File: src/rtl/apb_pkg.sv
// Shared types and constants for the APB completer.
// Optional feature macro used by this slice: APB_SLVERR_EN.
package apb_pkg;

  typedef enum logic [1:0] {
    IDLE   = 2'b00,
    SETUP  = 2'b01,
    ACCESS = 2'b10
  } apb_state_t;

  // Address bit that selects between PSEL1/PSEL2 slaves upstream; ignored here.
  localparam int SLAVE_SEL_BIT = 8;

  // Number of index bits needed to address reg_count registers (at least 1).
  function automatic int idx_width(input int count);
    if (count > 2) begin
      return $clog2(count);
    end else begin
      return 1;
    end
  endfunction

endpackage : apb_pkg

File: src/rtl/apb_slave_if.sv
// APB bus bundle between the master and one completer.
// PSLVERR_o is present only when APB_SLVERR_EN is defined.
interface apb_slave_if #(
  parameter int data_size    = 7,
  parameter int address_size = 8
);

  logic                  PSEL_i;
  logic                  PENABLE_i;
  logic                  PWRITE_i;
  logic [address_size:0] PADDR_i;
  logic [data_size:0]    PWDATA_i;
  logic                  PREADY_o;
  logic [data_size:0]    PRDATA_o;
`ifdef APB_SLVERR_EN
  logic                  PSLVERR_o;
`endif

  modport master (
    output PSEL_i,
    output PENABLE_i,
    output PWRITE_i,
    output PADDR_i,
    output PWDATA_i,
`ifdef APB_SLVERR_EN
    input  PSLVERR_o,
`endif
    input  PREADY_o,
    input  PRDATA_o
  );

  modport slave (
    input  PSEL_i,
    input  PENABLE_i,
    input  PWRITE_i,
    input  PADDR_i,
    input  PWDATA_i,
`ifdef APB_SLVERR_EN
    output PSLVERR_o,
`endif
    output PREADY_o,
    output PRDATA_o
  );

endinterface : apb_slave_if

File: src/rtl/apb_slave_regfile.sv
// Register array behind the APB completer: one synchronous write port,
// one combinational read port, cleared by the asynchronous reset.
module apb_slave_regfile #(
  parameter int data_size = 7,
  parameter int reg_count = 16,
  parameter int idx_w     = 4
) (
  input  logic               PCLK,
  input  logic               PRESET,
  input  logic               we,
  input  logic [idx_w-1:0]   idx,
  input  logic [data_size:0] wdata,
  output logic [data_size:0] rdata
);

  logic [data_size:0] mem_r [reg_count];

  // Storage: clear on reset, otherwise write the indexed entry when enabled.
  always_ff @(posedge PCLK or posedge PRESET) begin
    if (PRESET) begin
      for (int i = 0; i < reg_count; i++) begin
        mem_r[i] <= {(data_size + 1){1'b0}};
      end
    end else if (we) begin
      mem_r[idx] <= wdata;
    end
  end

  // Read port: reg_count is a power of two, so every index is in range.
  always_comb begin
    rdata = mem_r[idx];
  end

endmodule : apb_slave_regfile

File: src/rtl/apb_slave.sv
// APB completer: decodes PADDR into a small register file and answers single
// reads/writes after wait_cycles wait states.
// Optional feature macro: APB_SLVERR_EN (out-of-range error response).
module apb_slave
  import apb_pkg::*;
#(
  parameter int data_size    = 7,
  parameter int address_size = 8,
  parameter int reg_count    = 16,
  parameter int wait_cycles  = 1
) (
  input  logic               PCLK,
  input  logic               PRESET,
  apb_slave_if.slave         bus,
  output logic [data_size:0] data_o
);

  localparam int IDX_W = idx_width(reg_count);
  localparam int CNT_W = (wait_cycles > 0) ? $clog2(wait_cycles + 1) : 1;

  apb_state_t         state_r;
  logic [CNT_W-1:0]   cnt_r;
  logic [IDX_W-1:0]   idx_r;
  logic               write_r;
  logic [IDX_W-1:0]   idx_s;
  logic               ready_s;
  logic               done_s;
  logic               wr_ok_s;
  logic               rd_ok_s;
  logic               we_s;
  logic [data_size:0] rdata_s;
  logic               unused_paddr_s;

  // Bit 0 and the slave-select bit never take part in decoding.
  assign idx_s          = bus.PADDR_i[IDX_W:1];
  assign unused_paddr_s = ^bus.PADDR_i;

`ifdef APB_SLVERR_EN
  logic                     oor_r;
  logic                     range_s;
  logic [SLAVE_SEL_BIT-1:0] low_addr_s;

  // Any set bit between the index field and the slave-select bit is out of range.
  assign low_addr_s = bus.PADDR_i[SLAVE_SEL_BIT-1:0];
  assign range_s    = |(low_addr_s >> (IDX_W + 1));
  assign wr_ok_s    = write_r & ~oor_r;
  assign rd_ok_s    = ready_s & ~write_r & ~oor_r;
  assign bus.PSLVERR_o = ready_s & oor_r;

  // Out-of-range flag captured with the rest of the setup-phase request.
  always_ff @(posedge PCLK or posedge PRESET) begin
    if (PRESET) begin
      oor_r <= 1'b0;
    end else if ((state_r == IDLE) && bus.PSEL_i && !bus.PENABLE_i) begin
      oor_r <= range_s;
    end else begin
      oor_r <= oor_r;
    end
  end
`else
  // Without error responses, upper address bits alias onto the register file.
  assign wr_ok_s = write_r;
  assign rd_ok_s = ready_s & ~write_r;
`endif

  assign ready_s = (state_r == ACCESS) && (cnt_r == {CNT_W{1'b0}});
  assign done_s  = ready_s && bus.PSEL_i && bus.PENABLE_i;
  assign we_s    = done_s && wr_ok_s;

  // Transfer sequencing: latch the request in setup, count wait states in access.
  always_ff @(posedge PCLK or posedge PRESET) begin
    if (PRESET) begin
      state_r <= IDLE;
      cnt_r   <= {CNT_W{1'b0}};
      idx_r   <= {IDX_W{1'b0}};
      write_r <= 1'b0;
    end else begin
      case (state_r)
        IDLE: begin
          if (bus.PSEL_i && !bus.PENABLE_i) begin
            state_r <= SETUP;
            idx_r   <= idx_s;
            write_r <= bus.PWRITE_i;
            cnt_r   <= CNT_W'(wait_cycles);
          end else begin
            state_r <= IDLE;
          end
        end
        SETUP: begin
          if (bus.PSEL_i) begin
            state_r <= ACCESS;
          end else begin
            state_r <= IDLE;
          end
        end
        ACCESS: begin
          if (!bus.PSEL_i) begin
            state_r <= IDLE;
          end else if (cnt_r != {CNT_W{1'b0}}) begin
            cnt_r <= cnt_r - CNT_W'(1);
          end else if (bus.PENABLE_i) begin
            state_r <= IDLE;
          end else begin
            state_r <= ACCESS;
          end
        end
        default: begin
          state_r <= IDLE;
        end
      endcase
    end
  end

  // Mirror of the last value committed to any register.
  always_ff @(posedge PCLK or posedge PRESET) begin
    if (PRESET) begin
      data_o <= {(data_size + 1){1'b0}};
    end else if (we_s) begin
      data_o <= bus.PWDATA_i;
    end else begin
      data_o <= data_o;
    end
  end

  // Read data is only presented while a read is actually completing.
  always_comb begin
    bus.PREADY_o = ready_s;
    if (rd_ok_s) begin
      bus.PRDATA_o = rdata_s;
    end else begin
      bus.PRDATA_o = {(data_size + 1){1'b0}};
    end
  end

  apb_slave_regfile #(
    .data_size (data_size),
    .reg_count (reg_count),
    .idx_w     (IDX_W)
  ) u_regfile (
    .PCLK   (PCLK),
    .PRESET (PRESET),
    .we     (we_s),
    .idx    ((we_s) ? idx_r : idx_r),
    .wdata  (bus.PWDATA_i),
    .rdata  (rdata_s)
  );

endmodule : apb_slave

File: src/flat_wrapper.sv
// flat-port wrapper written by rule: the top's interface ports become plain ports
module apb_slave_flat import apb_pkg::*;
#(
  parameter int data_size    = 7,
  parameter int address_size = 8,
  parameter int reg_count    = 16,
  parameter int wait_cycles  = 1
)
  (PCLK, PRESET, data_o, bus_PSEL_i, bus_PENABLE_i, bus_PWRITE_i, bus_PADDR_i, bus_PWDATA_i, bus_PREADY_o, bus_PRDATA_o);
  apb_slave_if #(.data_size(data_size), .address_size(address_size)) bus_i ();
  input  logic PCLK;
  input  logic PRESET;
  output logic [data_size:0] data_o;
  input wire logic [$bits(bus_i.PSEL_i)-1:0] bus_PSEL_i;
  input wire logic [$bits(bus_i.PENABLE_i)-1:0] bus_PENABLE_i;
  input wire logic [$bits(bus_i.PWRITE_i)-1:0] bus_PWRITE_i;
  input wire logic [$bits(bus_i.PADDR_i)-1:0] bus_PADDR_i;
  input wire logic [$bits(bus_i.PWDATA_i)-1:0] bus_PWDATA_i;
  output wire logic [$bits(bus_i.PREADY_o)-1:0] bus_PREADY_o;
  output wire logic [$bits(bus_i.PRDATA_o)-1:0] bus_PRDATA_o;
  assign bus_i.PSEL_i = bus_PSEL_i;
  assign bus_i.PENABLE_i = bus_PENABLE_i;
  assign bus_i.PWRITE_i = bus_PWRITE_i;
  assign bus_i.PADDR_i = bus_PADDR_i;
  assign bus_i.PWDATA_i = bus_PWDATA_i;
  assign bus_PREADY_o = bus_i.PREADY_o;
  assign bus_PRDATA_o = bus_i.PRDATA_o;
  apb_slave #(.data_size(data_size), .address_size(address_size), .reg_count(reg_count), .wait_cycles(wait_cycles)) u_core (.PCLK(PCLK), .PRESET(PRESET), .bus(bus_i), .data_o(data_o));
endmodule
File: config.mk
export PLATFORM = sky130hd
export DESIGN_NAME = apb_slave_flat
export DESIGN_NICKNAME = d
export VERILOG_FILES = /design/src/rtl/apb_pkg.sv /design/src/rtl/apb_slave_if.sv /design/src/rtl/apb_slave_regfile.sv /design/src/rtl/apb_slave.sv /design/src/flat_wrapper.sv
export SDC_FILE = /design/constraint.sdc
export NUM_CORES = 1
export LEC_CHECK = 0
export CAP_MARGIN = 10
export CORE_MARGIN = 8
export CORE_UTILIZATION = 60
export CTS_CLUSTER_SIZE = 14
export DETAILED_ROUTE_END_ITERATION = 8
export PLACE_DENSITY_LB_ADDON = 0.05
export SYNTH_ARGS = -nofsm -noshare
export SYNTH_HDL_FRONTEND = slang
export SYNTH_SLANG_ARGS = --single-unit
File: constraint.sdc
create_clock -name PCLK -period 10.95 [get_ports PCLK]
set_clock_uncertainty 0.2 [all_clocks]
set_input_delay 3.285 -clock PCLK [delete_from_list [all_inputs] [get_ports PCLK]]
set_output_delay 3.285 -clock PCLK [all_outputs]
set_load 0.01 [all_outputs]
After elaboration in Yosys (flattened, before gate mapping)
Index checks and enable logic that the tools add are counted.
W data, S select, Z words.
{ "classes": {"muxes": 17, "n_lt_le_gt_ge": 2, "n_eq_ne": 5, "bitwise": 4, "multipliers": 0, "div": 0, "addsub": 1, "n_shift": 0, "n_reduce_logical": 11} }
{ "op_table": {"columns": ["cell", "count"], "rows": [
  ["$bwmux W128", 1],
  ["$bmux W8 S4", 1],
  ["$demux W8 S4", 1],
  ["$mux W8", 4],
  ["$mux W2", 4],
  ["$logic_and A1 B1 Y1", 6],
  ["$pmux W2 S3", 1],
  ["$ge A5 B5 Y1 const B", 1],
  ["$lt A5 B1 Y1 const B", 1],
  ["$not A4 Y5", 1],
  ["$mux W1", 4],
  ["$ne A3 B3 Y1 const B", 1],
  ["$reduce_and A3 Y1", 1],
  ["$eq A2 B1 Y1 const B", 1],
  ["$eq A2 B2 Y1 const B", 1],
  ["$logic_not A2 Y1", 1],
  ["$ne A2 B1 Y1 const B", 1],
  ["$ne A2 B2 Y1 const B", 1],
  ["$not A1 Y1", 2],
  ["$pmux W1 S2", 1],
  ["$reduce_and A2 Y1", 1],
  ["$reduce_bool A2 Y1", 1],
  ["$and A1 B1 Y1", 1],
  ["$logic_not A1 Y1", 1],
  ["$sub A1 B1 Y1 const B", 1]
]} }
{ "word_totals": {"word_cells": 61, "latchBits": 0, "ram_bits": 0, "mem_count": 0, "reg_bits": 144, "rom_bits": 0} }

Longest topological paths before layout
{ "logic_depth": {"ltp_word": 6, "ltp_mapped": 5, "mapped_depth_nobuf": 3} }

Modules after synthesis
From an unflattened synthesis, not the netlist that was laid out.
{ "hier_totals": {"hier_cells": 421, "hier_area_um2": 6651.4} }
{ "by_module_without_submodules": {"columns": ["mod", "seq_area_each_um2", "instances", "area_per_inst_um2", "cells_each"], "rows": [
  ["apb_slave_regfile", 3203.1, 1, 5947.0, 369],
  ["apb_slave", 400.4, 1, 704.4, 52]
]} }

Worst setup path after synthesis
OpenSTA, ideal clock, no wires.
{ "synth_timing": {"kind": "reg-to-output", "start": "reg u_core.idx_r[0]", "end": "out bus_PRDATA_o[0]", "slack_ns": 5.875, "required_time_ns": 7.465, "path_stages_with_launch": 6, "arrival_ns": 1.590, "n_path_buf": 2, "cell_sequence": "dfrtp_1 > buf_2 > buf_2 > mux4_2 > mux2i_1 > o211ai_1"} }
{ "synth_via": {"elab_chain_len": 5} }
{ "synth_rtl": {"columns": ["item", "line_no", "text"], "rows": [
  ["start: declaration", "apb_slave.sv:23", "logic [IDX_W-1:0] idx_r;"],
  ["start signal: assignment", "apb_slave.sv:75", "idx_r <= {IDX_W{1'b0}};"],
  ["start signal: assignment", "apb_slave.sv:82", "idx_r <= idx_s;"],
  ["$not A4 Y5 (not written as such)", "apb_slave_regfile.sv:31", "rdata = mem_r[idx];"],
  ["$bmux W8 S4", "apb_slave_regfile.sv:31", null],
  ["$mux W8 (not written as such) (2 in series)", "apb_slave_regfile.sv:31", null],
  ["$mux W8", "apb_slave.sv:128", "if (rd_ok_s) begin"],
  ["end: declaration", "flat_wrapper.sv:20", "output wire logic [$bits(bus_i.PRDATA_o)-1:0] bus_PRDATA_o;"]
]} }
Every way passes these cells. The select of a mux whose other input is x is not followed.

Worst setup path in the final report
{ "layout_timing": {"start": "reg u_core.idx_r[0]", "end": "out bus_PRDATA_o[3]"} }
Same word-level chain as after synthesis.

==> flow_summary.yaml <==
power_and_ir_drop:
  p_clk_share_pct: 45.1
  powerDensity_mw_per_mm2: 167
  p_int_uw: 993
  max-vdd-ir-drop_uv: 131
  p_leak_nw: 3.63
  sw_frac_of_total_pct: 23.9
  p_sw_uw: 312
  power_frac_comb_pct: 11.6
  power_frac_seq_pct: 43.3
sta:
  slew_violations: 0
  rsz0062_at_grt: "no"
  tightest_slew_ns: 0.889
  fin_crit_ns: 6.31
  hold_viol_final: 0
  max_clock_freq_ghz: 0.158
  layout_setup_ws_ns: 4.64
  setup_viol: 0
  period_share_pct: 57.6
  slew_headroom_pct: 40.7
  setup_tns_ns: 0
outcome:
  status: "complete, no violations"
global_routing:
  grt_pass1_vias: 3963
  grt_max_degree: 83
  antenna_found_initial: 0
  grt_util_all_layers_pct: 19.5
  grt_pass1_wl_um: 21900
  grt_overflow: 0
yosys:
  avgSynthCellArea_um2: 16.3
  ys_seq_area_share_pct: 53.0
  synth_seq_cells: 144
  yosysWarnings: 0
  syn-num-nets: 439
  netlist.top_cell.by_area: "dfrtp_1"
  synthesis.area_mm2: 0.00681
  synth.area.top_cells: "dfrtp_1 (53%), mux2_2 (23%), mux4_2 (11%)"
  syn_inst: 417
  yosys.area.top_type_share_pct: 53.0
  yosysUniqueCellTypes: 29
placed_design:
  hpwlAfterDp_um: 8720
  dpl.cell_count: 571
  portBuffers: 33
  gp_congestion: 0.713
  dp_slack_ns: 5.00
clock_tree:
  clk_path_buf_depth: 2
  clkSinkCount: 144
  clk_pin_slew_ns: 0.06
  cts_resized: 0
  cts_tree: "yes"
  htree_levels: 4
  clock_latency_ns: 0.42
  cts_root_buf: "clkbuf_16"
  cts_setup_buffers: 0
  cts-hold-fix-buffers: 0
  cts_buffers: 17
die:
  die_w_um: 123
  die_area_mm2: 0.0150
  initial_core_util_pct: 60.6
  core_area_mm2: 0.0112
  dieHeight_um: 123
  pin_count: 39
  num_rows: 39
critical_path:
  setup.worst_path.start_class: "register"
  arrival_ns: 2.82
  cp-end-kind: "output port"
  worstSetupPathType: "register to output port"
  path_max_fanout: 37
  worstPathRequired_ns: 7.47
detailed_routing:
  wl_per_cell_um: 22.1
  dr.pass1.iters: 4
  vias: 3707
  drtIter0Drc: 230
  drc_errors: 0
  wirelength_um: 13200
  routed_via_density: 6.18
  ant_nets: 0
final_layout:
  final_nets: 469
  drive_gt1_share_pct: 50.1
  final_cell_mix: "dfrtp_1 (143), mux2_2 (138), clkdlybuf4s50_1 (33)"
  fin_cells: 600
  layout_commonest_cell: "dfrtp_1"
  area_growth_pct: 14.7
  n_antenna_cell: 0
run:
  maxCapViolCount: 0
hold_path:
  hp-class: "register to register"
## registers in the layout, indices dropped and copies added (netlist names)
| register | cells |
|---|---|
| u_core.u_regfile.mem_r | 128 |
| u_core.data_o | 8 |
| u_core.idx_r | 4 |
| u_core.state_r | 2 |
| u_core.cnt_r | 1 |
| u_core.wr_ok_s | 1 |
## stage by stage
step	total power [mW]	hold slack (ns)	cell area [µm²]	util, %
after CTS	1.32	0.289	7810	69.6
after detailed placement	0.727	0.275	7210	64.2
after global placement	0.725	0.264	7210	64.2
after global routing	1.35	0.311	7810	69.6
after floorplan	0.688	0.253	6810	-
final	1.31	0.286	7810	69.6
## layout make-up
class | instances | area, µm²
clock buffers | 23 | 498
clock inverters | 6 | 105
fillers | 757 | 3410
inverters | 3 | 16.3
multi-input cells | 243 | 3040
flip-flops and latches | 144 | 3600
well taps | 143 | 179
repair buffers | 38 | 368
## synthesized netlist by cell type, drive strengths merged
| cell type | number |
|---|---|
| a21boi | 1 |
| nor2b | 1 |
| nand2b | 4 |
| a31oi | 2 |
| or2 | 2 |
| mux4 | 32 |
| nand3 | 17 |
| buf | 14 |
| nand2 | 2 |
| mux2 | 141 |
| nor4b | 2 |
| nor4 | 16 |
| or2b | 3 |
| nand4b | 1 |
| dfrtp | 144 |
| o211ai | 8 |
| nor2 | 1 |
| inv | 3 |
| nor3b | 1 |
| clkbuf | 13 |
| mux2i | 8 |
| and2 | 1 |
## path summary, 6_finish.rpt
check                                      startpoint  depth (start not counted)  slack, ns                     endpoint
max                                   u_core.idx_r[0]                          5       4.64              bus_PRDATA_o[3]
min                        u_core.u_regfile.mem_r[63]                          1       0.29   u_core.u_regfile.mem_r[63]
max reg2reg                           u_core.idx_r[0]                          4       8.05    u_core.u_regfile.mem_r[0]
min reg2reg                u_core.u_regfile.mem_r[63]                          1       0.29   u_core.u_regfile.mem_r[63]
max in group asynchronous                      PRESET                          3       6.13  u_core.u_regfile.mem_r[120]
min in group asynchronous                      PRESET                          2       3.17   u_core.u_regfile.mem_r[41]
## power groups by stage
stage               sequential (mW)  combinational, mW  clock [mW]
global placement              0.573              0.151           0
detailed placement            0.574              0.153           0
floorplan                     0.569              0.119           0
finish                        0.565              0.151       0.589
CTS                           0.565              0.154       0.599
global route                  0.568              0.163       0.621
## routing by layer
metal	vias to the layer above	part of all wire, %	GRT usage, %
met5	-	0	0
met4	0	1.5	7.54
met3	17	3.5	4.37
met2	74	50	31.4
met1	1971	45	25.3
li1	1645	-	-
## critical path, cell delays in order, from the launching register on
cell	delay (ns)
dfrtp_2	0.34
buf_4	0.57
mux4_2	0.60
mux2i_1	0.22
o211ai_1	0.14
clkdlybuf4s50_1	0.51
## logic make-up after synthesis
family	after synthesis	share of synthesized area, %
AND/OR/NAND/NOR	51	8.33
multiplexers	181	35.1
flip-flops	144	53.0
buffers and inverters	30	2.45
AO/OA/AOI/OAI	11	1.18
Power figures use the tool's default switching activity.
